`src/rtl/rs232_rx_sipo.sv`:
```
// rs232_rx_sipo: RS232 receive stage, 8N1 (8E1 with RX_PARITY_EN), LSB first, mid-bit sampling.
// Latency: 2 + CLKS_PER_BIT/2 + 9*CLKS_PER_BIT + 1 cycles from rxd fall to data_valid (+/-1 sync phase).
// Backpressure: none; data_valid/frame_err/parity_err are single-cycle strobes the consumer must take.
// Optional feature: define RX_PARITY_EN for 8E1 framing with even-parity checking.
module rs232_rx_sipo #(
   parameter int CLKS_PER_BIT = 434,
   parameter int DATA_BITS    = 8
) (
   input  logic                 clk,
   input  logic                 rst,
   input  logic                 rxd,
   output logic [DATA_BITS-1:0] data_out,
   output logic                 data_valid,
   output logic                 frame_err,
   output logic                 parity_err,
   output logic                 busy
);

   localparam int CW = $clog2(CLKS_PER_BIT);
   localparam int IW = $clog2(DATA_BITS);
   localparam logic [CW-1:0] LAST_CNT = CW'(CLKS_PER_BIT - 1);
   localparam logic [CW-1:0] HALF_CNT = CW'(CLKS_PER_BIT / 2 - 1);
   localparam logic [IW-1:0] LAST_BIT = IW'(DATA_BITS - 1);

   typedef enum logic [2:0] {
      S_IDLE   = 3'd0,
      S_START  = 3'd1,
      S_DATA   = 3'd2,
      S_PARITY = 3'd3,
      S_STOP   = 3'd4,
      S_WAIT   = 3'd5
   } state_t;

   state_t                 state_q, state_d;
   logic                   sync1_q, rxs_q;
   logic [CW-1:0]          cnt_q, cnt_d;
   logic [IW-1:0]          bit_idx_q, bit_idx_d;
   logic [DATA_BITS-1:0]   shift_q, shift_d;
   logic [DATA_BITS-1:0]   data_q, data_d;
   logic                   dv_q, dv_d;
   logic                   fe_q, fe_d;
   logic [1:0]             settle_q, settle_d;
   logic                   armed_q, armed_d;
   logic                   settled;
   logic                   at_half, at_end;

   // per-state action strobes from the output process
   logic                   clr_idx;
   logic                   sample_bit;
   logic                   stop_good;
   logic                   stop_bad;
`ifdef RX_PARITY_EN
   logic                   sample_par;
   logic                   par_bad_q, par_bad_d;
   logic                   pe_q, pe_d;
`endif

   assign at_half = (cnt_q == HALF_CNT);
   assign at_end  = (cnt_q == LAST_CNT);
   // rxs only reflects the real line once both synchronizer stages have been reloaded after reset
   assign settled = (settle_q == 2'd2);

   // two-flop synchronizer; resets to the idle-high line level
   always_ff @(posedge clk or negedge rst) begin
      if (!rst) begin
         sync1_q <= 1'b1;
         rxs_q   <= 1'b1;
      end else begin
         sync1_q <= rxd;
         rxs_q   <= sync1_q;
      end
   end

   // FSM state register
   always_ff @(posedge clk or negedge rst) begin
      if (!rst) state_q <= S_IDLE;
      else      state_q <= state_d;
   end

   // FSM next-state logic
   always_comb begin
      state_d = state_q;
      case (state_q)
         S_IDLE: begin
            // a line found low right after reset must be seen high before any frame starts
            if (armed_q && !rxs_q)                 state_d = S_START;
            else if (!armed_q && settled && !rxs_q) state_d = S_WAIT;
         end
         S_START: begin
            if (at_half) state_d = rxs_q ? S_IDLE : S_DATA;
         end
         S_DATA: begin
            if (at_end && (bit_idx_q == LAST_BIT)) begin
`ifdef RX_PARITY_EN
               state_d = S_PARITY;
`else
               state_d = S_STOP;
`endif
            end
         end
`ifdef RX_PARITY_EN
         S_PARITY: begin
            if (at_end) state_d = S_STOP;
         end
`endif
         S_STOP: begin
            if (at_end) state_d = rxs_q ? S_IDLE : S_WAIT;
         end
         S_WAIT: begin
            if (rxs_q) state_d = S_IDLE;
         end
         default: state_d = S_IDLE;
      endcase
   end

   // FSM outputs: busy flag and per-state sampling strobes
   always_comb begin
      busy       = 1'b1;
      clr_idx    = 1'b0;
      sample_bit = 1'b0;
      stop_good  = 1'b0;
      stop_bad   = 1'b0;
`ifdef RX_PARITY_EN
      sample_par = 1'b0;
`endif
      case (state_q)
         S_IDLE:   busy = 1'b0;
         S_START:  clr_idx = at_half && !rxs_q;
         S_DATA:   sample_bit = at_end;
`ifdef RX_PARITY_EN
         S_PARITY: sample_par = at_end;
`endif
         S_STOP: begin
            stop_good = at_end && rxs_q;
            stop_bad  = at_end && !rxs_q;
         end
         default: ;
      endcase
   end

   // datapath next-state: bit counter, shift register, output byte and pulses
   always_comb begin
      // counter restarts on every state change so each state measures from its own entry
      if (state_d != state_q) cnt_d = '0;
      else if (at_end)        cnt_d = '0;
      else                    cnt_d = cnt_q + 1'b1;

      bit_idx_d = bit_idx_q;
      if (clr_idx)         bit_idx_d = '0;
      else if (sample_bit) bit_idx_d = bit_idx_q + 1'b1;

      shift_d = shift_q;
      if (sample_bit) shift_d[bit_idx_q] = rxs_q;

      data_d = stop_good ? shift_q : data_q;
      dv_d   = stop_good;
      fe_d   = stop_bad;

      settle_d = settled ? 2'd2 : settle_q + 2'd1;
      armed_d  = armed_q || (settled && rxs_q);
   end

   // datapath registers
   always_ff @(posedge clk or negedge rst) begin
      if (!rst) begin
         cnt_q     <= '0;
         bit_idx_q <= '0;
         shift_q   <= '0;
         data_q    <= '0;
         dv_q      <= 1'b0;
         fe_q      <= 1'b0;
         settle_q  <= 2'd0;
         armed_q   <= 1'b0;
      end else begin
         cnt_q     <= cnt_d;
         bit_idx_q <= bit_idx_d;
         shift_q   <= shift_d;
         data_q    <= data_d;
         dv_q      <= dv_d;
         fe_q      <= fe_d;
         settle_q  <= settle_d;
         armed_q   <= armed_d;
      end
   end

`ifdef RX_PARITY_EN
   // parity verdict is held until the stop bit resolves so the error lines up with data_valid/frame_err
   always_comb begin
      par_bad_d = sample_par ? ((^shift_q) ^ rxs_q) : par_bad_q;
      pe_d      = (stop_good || stop_bad) && par_bad_q;
   end

   // parity registers
   always_ff @(posedge clk or negedge rst) begin
      if (!rst) begin
         par_bad_q <= 1'b0;
         pe_q      <= 1'b0;
      end else begin
         par_bad_q <= par_bad_d;
         pe_q      <= pe_d;
      end
   end

   assign parity_err = pe_q;
`else
   assign parity_err = 1'b0;
`endif

   assign data_out   = data_q;
   assign data_valid = dv_q;
   assign frame_err  = fe_q;

endmodule

```
`config.mk`:
```
export PLATFORM = sky130hd
export DESIGN_NAME = rs232_rx_sipo
export DESIGN_NICKNAME = d
export VERILOG_FILES = /design/src/rtl/rs232_rx_sipo.sv
export SDC_FILE = /design/constraint.sdc
export NUM_CORES = 1
export LEC_CHECK = 0
export ABC_AREA = 0
export CAP_MARGIN = 5
export CORE_UTILIZATION = 50
export CTS_CLUSTER_SIZE = 30
export DETAILED_ROUTE_END_ITERATION = 16
export MAX_ROUTING_LAYER = met4
export PLACE_DENSITY_LB_ADDON = 0.05
export RECOVER_POWER = 50
export SYNTH_ARGS = -nofsm -noshare
export SYNTH_HDL_FRONTEND = slang
export SYNTH_SLANG_ARGS = --single-unit
```
`constraint.sdc`:
```
create_clock -name clk -period 5.1 [get_ports clk]
set_input_delay 1.02 -clock clk [delete_from_list [all_inputs] [get_ports clk]]
set_output_delay 1.02 -clock clk [all_outputs]
set_load 0.005 [all_outputs]
```
==> results of run 1 <==
[cell usage in the layout (no fill, tap or decap), types with 2 or more instances in the layout]
master	n
nand3_1	10
xnor2_1	3
inv_1	6
clkdlybuf4s50_1	11
a21boi_0	2
mux2_2	16
nand3b_1	4
ha_1	7
nand2b_1	3
a21oi_1	4
o21ai_0	2
clkbuf_8	6
xor2_1	5
nor2_1	11
nor4_1	7
nor3_1	3
nand2_1	8
a21o_1	2
nor3b_1	2
clkbuf_1	2
dfrtp_1	36
[Yosys cell counts (2+ instances only)]
| master | count |
|---|---|
| a21boi_0 | 2 |
| a21o_1 | 2 |
| a21oi_1 | 4 |
| buf_2 | 3 |
| buf_6 | 2 |
| clkbuf_1 | 3 |
| dfrtp_1 | 36 |
| dfstp_2 | 2 |
| ha_1 | 7 |
| inv_1 | 6 |
| mux2_2 | 16 |
| nand2_1 | 8 |
| nand2b_1 | 3 |
| nand3_1 | 10 |
| nand3b_1 | 4 |
| nor2_1 | 11 |
| nor3_1 | 3 |
| nor3b_1 | 2 |
| nor4_1 | 7 |
| o21ai_0 | 2 |
| xnor2_1 | 3 |
| xor2_1 | 5 |
[routing by layer]
layer / part of all wire / routed length (µm)
met5: 0 / 0
met2: 0.48 / 1560
met4: 0.0083 / 27
met3: 0.027 / 88
met1: 0.49 / 1590
[worst max-delay path by stage]
stage	start	to	slack, ns	cells past startpoint
after floorplan	cnt_q[0]	cnt_q[3]	3.20	7
after global placement	cnt_q[1]	data_out[6]	2.74	6
after detailed placement	cnt_q[1]	data_out[4]	2.60	6
after CTS	state_q[2]	busy	2.52	3
after global routing	rst	cnt_q[0]	2.22	1
final	state_q[2]	busy	2.52	3
[flip-flops by register name, indices dropped and copies added (netlist names), 2 cells and up]
name       count
shift_q        8
data_out       8
state_q        3
cnt_q          9
settle_q       2
bit_idx_q      3
[through the flow]
stage               instances  setup slack (ns)   util  area [µm²]
global placement          211              2.74  0.578        2010
global route              219              2.22  0.604        2100
detailed placement        211              2.60  0.578        2010
floorplan                 161              3.20      -        1880
CTS                       219              2.52  0.605        2100
finish                    219              2.52  0.604        2100
[worst max-delay path, cell delays in order, from the launching register on]
cell and delay [ns]:
dfrtp_1 0.52, inv_1 0.18, nand2_1 0.09, clkdlybuf4s50_1 0.49
[kinds of logic (layout without fill, tap and decap cells)]
kind of cell / after synthesis / in the layout / share of synthesized area
AND/OR/NAND/NOR: 60 / 60 / 0.193
AO/OA/AOI/OAI: 15 / 15 / 0.0686
adder cells (fa/ha/maj): 7 / 7 / 0.0466
buffers and inverters: 15 / 27 / 0.0419
multiplexers: 17 / 17 / 0.103
flip-flops: 38 / 38 / 0.507
other: 1 / 1 / 0.00200
XOR/XNOR: 8 / 8 / 0.0373
[area by class of cell]
cell class	count	area, µm²	area share
Timing Repair Buffer	13	124	0.0591
Multi-Input combinational cell	108	847	0.404
Sequential cell	38	953	0.455
Inverter	6	22.5	0.0107
Tap cell	46	57.6	0.0275
Clock buffer	7	86.3	0.0412
Clock inverter	1	5.00	0.00239
[report_power, final]
group	leakage, µW	internal [µW]	total [µW]	switching [µW]
clock	0.0000482	109	211	102
combinational	0.000380	74.7	168	93.4
sequential	0.000508	317	349	31.7
==> results.cfg, run 1 <==
[run_status]
status = finished with violations
violations = capacitance limit, slew limit

[timing]
timing.fmax_mhz = 387
finalSetupTns_ns = 0
timing.hold.ws_ns = 0.362
finalClockSkew_ns = 0.0102
slew_violations = 39
tightest_slew_ns = 1.95
hold_viol = 0
rsz0062_at_grt = no
slew_headroom = -0.300
period_share = 0.506
finalSetupViolCount = 0
period_needed_ns = 2.58

[finish]
num_antenna_cells = 0
fin_nets = 182
drive_gt1_frac = 0.185
fillers = 316
syn2layout_area_growth_pct = 11.5

[clocking]
cts_made_buffers = 5
postCtsHoldBufs = 0
clock_latency_ns = 0.28
cts_resized = 0
clkSlewWorstSetupHoldPaths_ns = 0.08
clock-sinks = 38
clockBufferDepth = 2
post-cts-setup-buffer-count = 0
tritoncts = done
htree_num_levels = 2
root_buffer = clkbuf_8

[critical_path]
reg2reg_to = data_out[0]
r2r_slack_ns = 2.57
start_kind = flop
r2r-start = cnt_q[1]
crit_required_ns = 4.08
worstPathMaxFanout = 9
path_class = reg2out
rr_worst_depth = 6
critPathCaptureType = output pin
arrival_ns = 1.56

[power]
finalPower_uw = 728
power_density_nw_per_um2 = 347
leakage_uw = 0.000936
peakVddDrop_v = 0.000197

[logic_synthesis]
synth_ff_type = dfrtp_1
synth_cells = 161
async_reset_ff_frac = 1.00
synth.largest_area_cell = dfrtp_1
synth_nets = 171
ys_seq_elements = 38
synth_edf_count = 0
synth.avg_cell_area_um2 = 11.7
ys_types = 42
ys_warn_count = 0
synthTopCellsByArea = dfrtp_1, mux2_2, ha_1
synth_top_area_frac = 0.479
netlist_area_um2 = 1880
ys_seq_area_frac = 0.507

[hold_path]
min_path_cells = 0
worst_hold_startpoint = sync1_q
min_to = rxs_q
min_path_type = reg2reg

[global_route]
groute.usage.overall = 0.197
antenna_found_initial = 0
grt.busiest_layer = met2
grt_pass1_vias = 1223
gr-usage-met3 = 0.0489
grt_pass1_wl_mm = 5.81
grt_max_degree = 39
grt_use_met1 = 0.262
met2_usage = 0.294
grt_remaining_overflow = 0

[place]
portBuffers = 13
post-dp-hpwl_mm = 2.24
gp_congestion = 0.875

[routing]
wl_per_cell_um = 14.9
final_antenna_net_count = 0
vias = 1229
wirelength_mm = 3.26
firstDrtPassIters = 4
drc = 0
routed_via_density = 5.61
first_iter_violations = 44

[floorplanning]
start_util = 0.542
die_y_um = 63.3
rows = 21
ios = 15
die_area_um2 = 4010
core_um2 = 3470
die_x_um = 63.3

[job]
maxCapViolations = 1
Note: power is estimated with default switching activity, not from simulation.
==> run 2: changes to the inputs <==
Clock period 5.1 ns to 2.3 ns, I/O delays scaled along.
==> results.cfg, run 2 (synthesized netlist as in run 1, its figures left out) <==
[critical_path]
critPathCaptureType = flop
arrival_ns = 2.32
path_class = reg2reg
r2r_slack_ns = 0.17
rr_worst_depth = 5
start_kind = flop
worstPathMaxFanout = 16
crit_required_ns = 2.49

[timing]
rsz0062_at_grt = no
finalSetupViolCount = 0
tightest_slew_ns = 1.94
timing.fmax_mhz = 468
hold_viol = 0
finalClockSkew_ns = 0.00526
slew_headroom = -0.292
finalSetupTns_ns = 0
period_needed_ns = 2.13
slew_violations = 39
period_share = 0.928

[clocking]
root_buffer = clkbuf_8
clock-sinks = 38
post-cts-setup-buffer-count = 0
cts_made_buffers = 5
htree_num_levels = 2
postCtsHoldBufs = 0
clkSlewWorstSetupHoldPaths_ns = 0.07
tritoncts = done
cts_resized = 0
clockBufferDepth = 2
clock_latency_ns = 0.29

[power]
peakVddDrop_v = 0.000549
internal_power_uw = 1130
p_seq_frac = 0.468
power_frac_comb = 0.247
finalPower_uw = 1650
sw_frac_of_total = 0.316
clockPowerShare = 0.285
power_density_nw_per_um2 = 772
power.net_switching_uw = 521
leakage_uw = 0.000957

[routing]
routed_via_density = 5.54
first_iter_violations = 49
vias = 1236
final_antenna_net_count = 0
wl_per_cell_um = 14.7
firstDrtPassIters = 4
drc = 0
wirelength_mm = 3.28

[hold_path]
min_path_cells = 0
min_path_type = reg2reg

[global_route]
grt_pass1_wl_mm = 5.74
grt_pass1_vias = 1224
grt_max_degree = 39
groute.usage.overall = 0.196
grt_remaining_overflow = 0
antenna_found_initial = 0

[finish]
syn2layout_area_growth_pct = 13.6
final_cell_mix = dfrtp_1, mux2_2, nor2_1, clkdlybuf4s50_1, nand3_1
fin_nets = 186
fillers = 299
top_register = cnt_q
largest_register_ff_count = 9
drive_gt1_frac = 0.215
final_common_cell = dfrtp_1
num_antenna_cells = 0

[place]
post-dp-hpwl_mm = 2.25
gp_congestion = 0.835
portBuffers = 13

[floorplanning]
core_um2 = 3470
die_area_um2 = 4010
rows = 21
die_y_um = 63.3
die_x_um = 63.3
start_util = 0.542
ios = 15

[run_status]
violations = capacitance limit, slew limit
status = finished with violations

[job]
maxCapViolations = 1
-- run 2: cell types whose count changed in the layout (fill, tap and decap cells not counted), sizes merged --
cell / change
buf: +4
clkbuf: -1
clkinvlp: +1
-- run 2: critical path, cell delays in order (launching register included) --
cell,delay [ns]
dfstp_1,0.88
or4b_4,0.25
nor4_2,0.04
a311oi_1,0.38
o2bb2ai_4,0.18
nor4_1,0.29
-- run 2: layer usage --
| layer | global-route usage | routed length, µm | up-vias |
|---|---|---|---|
| met4 | 0.0994 | 57 | 0 |
| met1 | 0.260 | 1640 | 614 |
| met3 | 0.0435 | 102 | 6 |
| li1 | - | - | 595 |
| met2 | 0.282 | 1480 | 21 |
| met5 | - | 0 | - |
-- run 2: power groups by stage --
stage | Combinational, µW | Clock (µW) | Sequential, µW
3_3_place_gp | 394 | 0 | 778
4_1_cts | 404 | 489 | 769
6_report | 408 | 471 | 771
2_1_floorplan | 334 | 0 | 732
3_5_place_dp | 401 | 0 | 782
5_1_grt | 445 | 508 | 781
-- run 2: final timing paths --
check,from,to
worst max-delay path,rxs_q,cnt_q[5]
worst min-delay path,sync1_q,rxs_q
worst max register to register,rxs_q,cnt_q[5]
worst min register to register,sync1_q,rxs_q
max in group asynchronous,rst,armed_q
min in group asynchronous,rst,data_out[0]
-- run 2: metrics by stage --
step	cells	utilization	instance area, µm²	worst slack (ns)	hold slack (ns)
floorplan	161	-	1880	0.404	0.164
global placement	215	0.587	2040	0.284	0.346
detailed placement	215	0.587	2040	0.146	0.349
CTS	223	0.614	2130	0.163	0.278
global route	223	0.616	2140	0.0210	0.376
finish	223	0.616	2140	0.165	0.367
-- run 2: cell type report --
cell class,instances,area [µm²],share of cell area
Sequential cell,38,953,0.446
Multi-Input combinational cell,108,853,0.400
Timing Repair Buffer,17,154,0.0721
Clock buffer,6,82.6,0.0387
Tap cell,46,57.6,0.0269
Inverter,6,22.5,0.0105
Clock inverter,2,12.5,0.00586
